## config.mk

```make
export PLATFORM = sky130hd
export DESIGN_NAME = shift_add_multiplier
export DESIGN_NICKNAME = d
export VERILOG_FILES = /design/src/rtl/shift_add_multiplier.sv
export SDC_FILE = /design/constraint.sdc
export NUM_CORES = 1
export LEC_CHECK = 0
export ABC_CLOCK_PERIOD_IN_PS = 3400
export CAP_MARGIN = 20
export CORE_ASPECT_RATIO = 0.7
export CORE_MARGIN = 3
export CORE_UTILIZATION = 50
export DETAILED_ROUTE_END_ITERATION = 8
export PLACE_DENSITY = 0.78
export SETUP_SLACK_MARGIN = 0.02
export SLEW_MARGIN = 20
export SYNTH_ARGS = -nofsm -noshare
export SYNTH_HDL_FRONTEND = slang
export SYNTH_HIERARCHICAL = 1
export SYNTH_SLANG_ARGS = --single-unit
export TNS_END_PERCENT = 50
```

## constraint.sdc

```tcl
create_clock -name clk -period 3.4 [get_ports clk]
set_input_delay 0.68 -clock clk [delete_from_list [all_inputs] [get_ports clk]]
set_output_delay 0.68 -clock clk [all_outputs]
set_load 0.03 [all_outputs]
```

## src/rtl/shift_add_multiplier.sv

```systemverilog
// ---------------------------------------------------------------------------
// _5BitAdder
//   5-bit ripple-carry adder built from five single-bit full-adder stages.
//   Ports:
//     A, B  in  5  addends (unsigned)
//     cin   in  1  carry into bit 0
//     sum   out 5  A + B + cin, low five bits
//     cout  out 1  carry out of bit 4
// ---------------------------------------------------------------------------
module _5BitAdder (
  input  logic [4:0] A,
  input  logic [4:0] B,
  input  logic       cin,
  output logic [4:0] sum,
  output logic       cout
);

  logic [5:0] carry;

  assign carry[0] = cin;

  for (genvar i = 0; i < 5; i++) begin : g_stage
    assign sum[i]     = A[i] ^ B[i] ^ carry[i];
    assign carry[i+1] = (A[i] & B[i]) | (carry[i] & (A[i] ^ B[i]));
  end

  assign cout = carry[5];

endmodule

// ---------------------------------------------------------------------------
// shift_add_multiplier
//   Sequential 5x5 unsigned multiplier. A single _5BitAdder is reused once
//   per clock over five iterations (one per multiplier bit, LSB first).
//   Ports:
//     clk      in  1   rising-edge clock
//     rst      in  1   synchronous, active-high reset
//     start    in  1   request a multiply; only honoured in IDLE
//     A        in  5   multiplicand, captured on the accepted start edge
//     B        in  5   multiplier, captured on the accepted start edge
//     busy     out 1   high while iterating (CALC)
//     done     out 1   single-cycle completion pulse (DONE)
//     product  out 10  registered result, held until next completion/reset
// ---------------------------------------------------------------------------
module shift_add_multiplier (
  input  logic       clk,
  input  logic       rst,
  input  logic       start,
  input  logic [4:0] A,
  input  logic [4:0] B,
  output logic       busy,
  output logic       done,
  output logic [9:0] product
);

  typedef enum logic [1:0] {
    IDLE = 2'd0,
    CALC = 2'd1,
    DONE = 2'd2
  } state_t;

  state_t     state, state_nxt;
  logic [4:0] mcand, mcand_nxt;
  logic [4:0] hi, hi_nxt;
  logic [4:0] mplier, mplier_nxt;
  logic [2:0] cnt, cnt_nxt;
  logic [9:0] product_nxt;

  logic [4:0] add_sum;
  logic       add_cout;
  logic [5:0] addend;
  logic [9:0] shifted;

  _5BitAdder u_adder (
    .A    (hi),
    .B    (mcand),
    .cin  (1'b0),
    .sum  (add_sum),
    .cout (add_cout)
  );

  // Select hi+mcand when the current multiplier bit is set, otherwise pass hi
  // through. The 6-bit selection sits above mplier; shifting the 11-bit word
  // right by one keeps the adder carry as the new hi[4] and moves the freshly
  // settled product bit into mplier[4] as the spent multiplier bit drops out.
  always_comb begin
    addend  = mplier[0] ? {add_cout, add_sum} : {1'b0, hi};
    shifted = {addend, mplier[4:1]};
  end

  always_comb begin
    state_nxt   = state;
    mcand_nxt   = mcand;
    hi_nxt      = hi;
    mplier_nxt  = mplier;
    cnt_nxt     = cnt;
    product_nxt = product;

    unique case (state)
      IDLE: begin
        if (start) begin
          mcand_nxt  = A;
          mplier_nxt = B;
          hi_nxt     = '0;
          cnt_nxt    = '0;
          state_nxt  = CALC;
        end
      end
      CALC: begin
        hi_nxt     = shifted[9:5];
        mplier_nxt = shifted[4:0];
        cnt_nxt    = cnt + 3'd1;
        if (cnt == 3'd4) begin
          product_nxt = shifted;
          state_nxt   = DONE;
        end
      end
      DONE: begin
        state_nxt = IDLE;
      end
      default: begin
        state_nxt = IDLE;
      end
    endcase
  end

  always_ff @(posedge clk) begin
    if (rst) begin
      state   <= IDLE;
      mcand   <= '0;
      hi      <= '0;
      mplier  <= '0;
      cnt     <= '0;
      product <= '0;
    end else begin
      state   <= state_nxt;
      mcand   <= mcand_nxt;
      hi      <= hi_nxt;
      mplier  <= mplier_nxt;
      cnt     <= cnt_nxt;
      product <= product_nxt;
    end
  end

  // Status outputs depend on the state register only.
  always_comb begin
    busy = (state == CALC);
    done = (state == DONE);
  end

endmodule

```

# Yosys cells after proc, flatten, opt, wreduce, memory -nomap -nowiden
# Index checks and enable logic that the tools add are counted.
dict set report word_totals {
  ramBits 0
  in_bits 13
  latchBits 0
  wordCells 50
  n_memories 0
  output_inout_bits 12
  mem_bits_ro 0
  ff_bits 30
}
dict set report op_classes {
  bitwise 22
  add_sub_neg 1
  n_eq_ne 5
  n_lt_le_gt_ge 0
  mux 10
  mul 0
  div_mod_pow 0
  shifts 0
  n_reduce_logical 6
}
# cell count
set op_table {}
lappend op_table {{5-bit case mux with 2 select lines} 2}
lappend op_table {{5-bit 2-to-1 mux} 2}
lappend op_table {{1-bit AND} 9}
lappend op_table {{1-bit bitwise XOR} 9}
lappend op_table {{2-bit AND reduction} 4}
lappend op_table {{6-bit 2-to-1 mux} 1}
lappend op_table {{3-bit case mux with 2 select lines} 1}
lappend op_table {{2-bit 2-to-1 mux} 2}
lappend op_table {{1-bit bitwise OR} 4}
lappend op_table {{2-bit case mux with 2 select lines} 1}
lappend op_table {{3-bit by 1-bit adder with 3-bit output (second input constant)} 1}
lappend op_table {{3-bit == test (second input constant)} 1}
lappend op_table {{3-bit 2-to-1 mux} 1}
lappend op_table {{2-bit by 1-bit == test with 1-bit output (second input constant)} 1}
lappend op_table {{2-bit == test (second input constant)} 1}
lappend op_table {{2-bit logical NOT} 1}
lappend op_table {{2-bit by 1-bit != test with 1-bit output (second input constant)} 1}
lappend op_table {{2-bit != test (second input constant)} 1}
lappend op_table {{2-bit nonzero test} 1}

# Logic depth before layout (Yosys ltp)
dict set report depth {
  word_depth 11
  depth_mapped 12
  ltp_nobuf 12
}

# By module
# Netlist, hierarchy kept.
# mod seq_area_each_um2 cells_per_inst area_per_inst_um2 instances
set modules_own_cells {}
lappend modules_own_cells {shift_add_multiplier 600.6 118 1196.1 1}
lappend modules_own_cells {_5BitAdder 0.0 15 137.6 1}

# Worst setup path before layout
# OpenSTA, ideal clock, no wires.
dict set report synth_timing {
  kind {reg2reg}
  start {reg hi[0]}
  end {reg hi[3]}
  t_required_ns 3.335
  t_arrival_ns 2.473
  path_stages_with_launch 13
  setup_slack_ns 0.861
  setup_ns 0.065
  path_buffers 0
  period_less_slack_ns 2.539
  path_cell_list {dfxtp_1 fa_1 inv_1 fa_1 inv_1 fa_1 fa_1 inv_1 fa_1 inv_1 mux2i_1 a2bb2oi_1 nor2_1}
}
dict set report synth_between {
  elab_chain_len 10
}
# element line
set synth_rtl {}
lappend synth_rtl {{start: declaration} 64} ;# logic [4:0] hi, hi_nxt;
lappend synth_rtl {{start signal: assignment} 138} ;# hi <= hi_nxt;
lappend synth_rtl {{1-bit AND (2 in series)} 24} ;# assign carry[i+1] = (A[i] & B[i]) | (carry[i] & (A[i] ^ B[i]));
lappend synth_rtl {{1-bit bitwise OR} 24}
lappend synth_rtl {{1-bit AND} 24}
lappend synth_rtl {{1-bit bitwise OR} 24}
lappend synth_rtl {{1-bit AND} 24}
lappend synth_rtl {{1-bit bitwise OR} 24}
lappend synth_rtl {{1-bit bitwise XOR} 23} ;# assign sum[i] = A[i] ^ B[i] ^ carry[i];
lappend synth_rtl {{named net add_sum[4]} 69} ;# logic [4:0] add_sum;
lappend synth_rtl {{6-bit 2-to-1 mux} 87} ;# addend = mplier[0] ? {add_cout, add_sum} : {1'b0, hi};
lappend synth_rtl {{5-bit case mux with 2 select lines} 99} ;# unique case (state)
# The timed path passes the listed nets, and every way through them passes these cells.
# A chain may end at the register's enable or synchronous reset.

# Worst setup path in the final report
# Ends and elaborated chain as after synthesis.

==> impl_metrics.json <==
{
  "synth_warnings": 6,
  "power_density_mw_per_mm2": 434,
  "synth_top_cell_by_area": "dfxtp_1",
  "swShare": 0.246,
  "fin_crit_sh": 0.800,
  "maxCapViolations": 0,
  "grt_pass1_vias": 1067,
  "max_stage_delay_ps": 420,
  "fmax_mhz": 368,
  "initial_core_util": 0.573,
  "seq_area_frac_synth": 0.450,
  "hold_violations": 0,
  "fin_nets": 180,
  "whs_path_depth": 1,
  "p_clk_frac": 0.365,
  "drc_errors": 0,
  "synthSimpleGateAreaFrac": 0.105,
  "grtUsageTotal": 0.202,
  "die_h_um": 49.2,
  "finalSetupViolations": 0,
  "synth_area_leaders": "dfxtp_1 45%, fa_1 7.5%, mux2i_1 7.5%",
  "path_delay_family": "adder cells",
  "drive_above_1_share": 0.0813,
  "switchingPower_w": 0.000178,
  "synth_edf_count": 0,
  "antenna_cells": 0,
  "worst-path-stages": 12,
  "num_rows": 14,
  "critical_path.startpoint_type": "register",
  "ys.flop_type": "dfxtp_1",
  "drt-initial-drc-count": 23,
  "grt_overflow": 0,
  "core_area_mm2": 0.00233,
  "viasPerCell": 5.37,
  "dp_hpwl_um": 2090,
  "synthesis.nets": 153,
  "p_leak_nw": 0.665,
  "p_int_w": 0.000545,
  "seq_power_share": 0.520,
  "clock_sinks": 30,
  "wl_um": 2870,
  "synthAdderAreaFrac": 0.0938,
  "postSynthCellCount": 133,
  "detail_route.wl_per_cell_um": 14.9,
  "post-place-cells": 185,
  "firstDrtPassIters": 4,
  "tns_ps": 0,
  "grt_pass1_wl_um": 5060,
  "reg2reg_slack_ps": 680,
  "ys_seq_elements": 30,
  "hold_buffers": 0,
  "final_cells": 192,
  "area_growth_pct": 25.0,
  "clk_pin_slew_ps": 60,
  "critPathCaptureType": "register",
  "path_cells": "fa_1 > inv_1 > fa_1 > inv_1 > fa_1 > fa_1 > inv_1 > fa_1 > inv_1 > mux2i_1 > a2bb2oi_1 > nor2_1",
  "cts_htree_levels": 2,
  "pwr-share-comb": 0.115,
  "min_from": "product[8]",
  "slew_violations": 0,
  "synth-compound-area-share": 0.173,
  "cts-resized-gates": 0,
  "worst-path-buf-inv": 4,
  "outcome": "complete, no violations",
  "rsz0062_at_grt": "no",
  "cts_setup_buffers": 0,
  "vias": 1031,
  "r2r.worst_path.cells": 12,
  "r2r_start": "hi[0]",
  "required_ps": 3620,
  "crit_type": "reg2reg",
  "die_w_um": 67.7,
  "hold-path-endpoint": "product[8]",
  "async_reset_ff_frac": 0,
  "cts_buffers": 5,
  "dieArea_mm2": 0.00333,
  "synth_top_family_by_area": "compound AO/OA/AOI/OAI gates",
  "gp_congestion": 0.749,
  "antenna_found_initial": 0,
  "finalCriticalPeriod_ps": 2720,
  "ir_worst_vdd_mv": 0.233,
  "crit_arrival_ps": 2940,
  "r2r_end": "hi[3]",
  "fillCellCount": 169,
  "synth.most_common_cell": "dfxtp_1",
  "grt_start_max_net_pins": 16,
  "design_area_mm2": 0.00167,
  "worstPathMaxFanout": 3,
  "cp_common_cell": "fa_1",
  "ios": 25,
  "cts_tree": "built",
  "synth_top_area_share": 0.450,
  "synthMuxAreaShare": 0.0835,
  "cts_root_buffer": "clkbuf_8",
  "hold_ws_ps": 471,
  "crit_start": "hi[0]",
  "avgSynthCellArea_um2": 10.0,
  "relSlewSlack": 0.622,
  "place_area_mm2": 0.00159,
  "skew_ps": 5.15,
  "clkLatencyLatePin_ps": 280,
  "tightest_slew_ps": 566,
  "synthTopCellsByCount": "30 x dfxtp_1, 17 x inv_1, 12 x nor2_1, 10 x mux2i_1",
  "ant_nets": 0,
  "synth.cell_area_mm2": 0.00133,
  "port_buffers": 24,
  "hold_path_class": "reg2reg",
  "synth.distinct_cells": 32,
  "synthXorXnorAreaFrac": 0.00657,
  "clockBufferDepth": 2,
  "slowest_stage": "fa_1"
}
-- cell families (layout without fill, tap and decap cells) --
kind of cell             after synthesis  in the layout
multiplexers                          11             11
XOR/XNOR                               1              1
buffers and inverters                 25             52
other                                  1              1
flip-flops                            30             30
AND/OR/NAND/NOR                       28             28
AO/OA/AOI/OAI                         30             30
adder cells (fa/ha/maj)                7              7
-- power by group through the flow --
stage          sequential, W  combinational, W  clock [W]
5_1_grt             0.000377         0.0000919   0.000284
3_3_place_gp        0.000383         0.0000800          0
6_report            0.000376         0.0000834   0.000263
4_1_cts             0.000376         0.0000832   0.000265
2_1_floorplan       0.000378         0.0000599          0
3_5_place_dp        0.000383         0.0000829          0
-- metrics by stage --
stage,worst slack (ps),utilization,total power (W)
global route,523,0.715,0.000753
detailed placement,721,0.683,0.000466
floorplan,861,-,0.000438
CTS,695,0.715,0.000724
global placement,793,0.683,0.000463
finish,679,0.715,0.000723
-- worst max path at each step --
stage	endpoint	slack, ps
floorplan	hi[3]	860
global placement	hi[3]	790
detailed placement	hi[3]	720
CTS	hi[3]	700
global route	hi[3]	520
finish	hi[3]	680
-- worst register-to-register path, cell delays in order, from the launching register on --
cell,delay [ps]
dfxtp_1,340
fa_1,420
inv_1,70
fa_1,150
inv_1,50
fa_1,370
fa_1,370
inv_1,90
fa_1,410
inv_1,60
mux2i_1,80
a2bb2oi_1,160
nor2_1,90
-- sequential cells by signal, indices dropped and copies added (netlist names) --
name     cells
product     10
cnt          3
state        2
mcand        5
mplier       5
hi           5
-- area by class of cell --
cell class | count | area, um2 | area share
inverter | 18 | 67.6 | 0.0405
timing repair buffer | 27 | 263 | 0.158
tap | 32 | 40.0 | 0.0240
sequential | 30 | 601 | 0.360
clock buffer | 7 | 76.3 | 0.0458
multi-input combinational | 78 | 619 | 0.372
-- cells in the final DEF, fill, tap and decap left out, drive strengths merged, types with 2 or more instances in the layout --
cell type | netlist | routed
nor2 | 12 | 12
fa | 5 | 5
buf | 5 | 3
mux2i | 10 | 10
a221oi | 4 | 4
dfxtp | 30 | 30
inv | 18 | 18
nand2 | 8 | 8
clkbuf | 2 | 7
clkdlybuf4s50 | 0 | 24
or3 | 3 | 3
a21oi | 8 | 8
o2bb2ai | 4 | 4
a22o | 5 | 5
a2bb2oi | 4 | 4
ha | 2 | 2
-- per-layer routing --
layer | wire length (um) | part of all wire | vias up | GRT usage
li1 | - | - | 501 | -
met1 | 1300 | 0.45 | 486 | 0.262
met2 | 1330 | 0.47 | 40 | 0.313
met3 | 209 | 0.073 | 4 | 0.0760
met4 | 23 | 0.0080 | 0 | 0.0505
met5 | 0 | 0 | - | 0
Note: power is estimated with default switching activity, not from simulation.
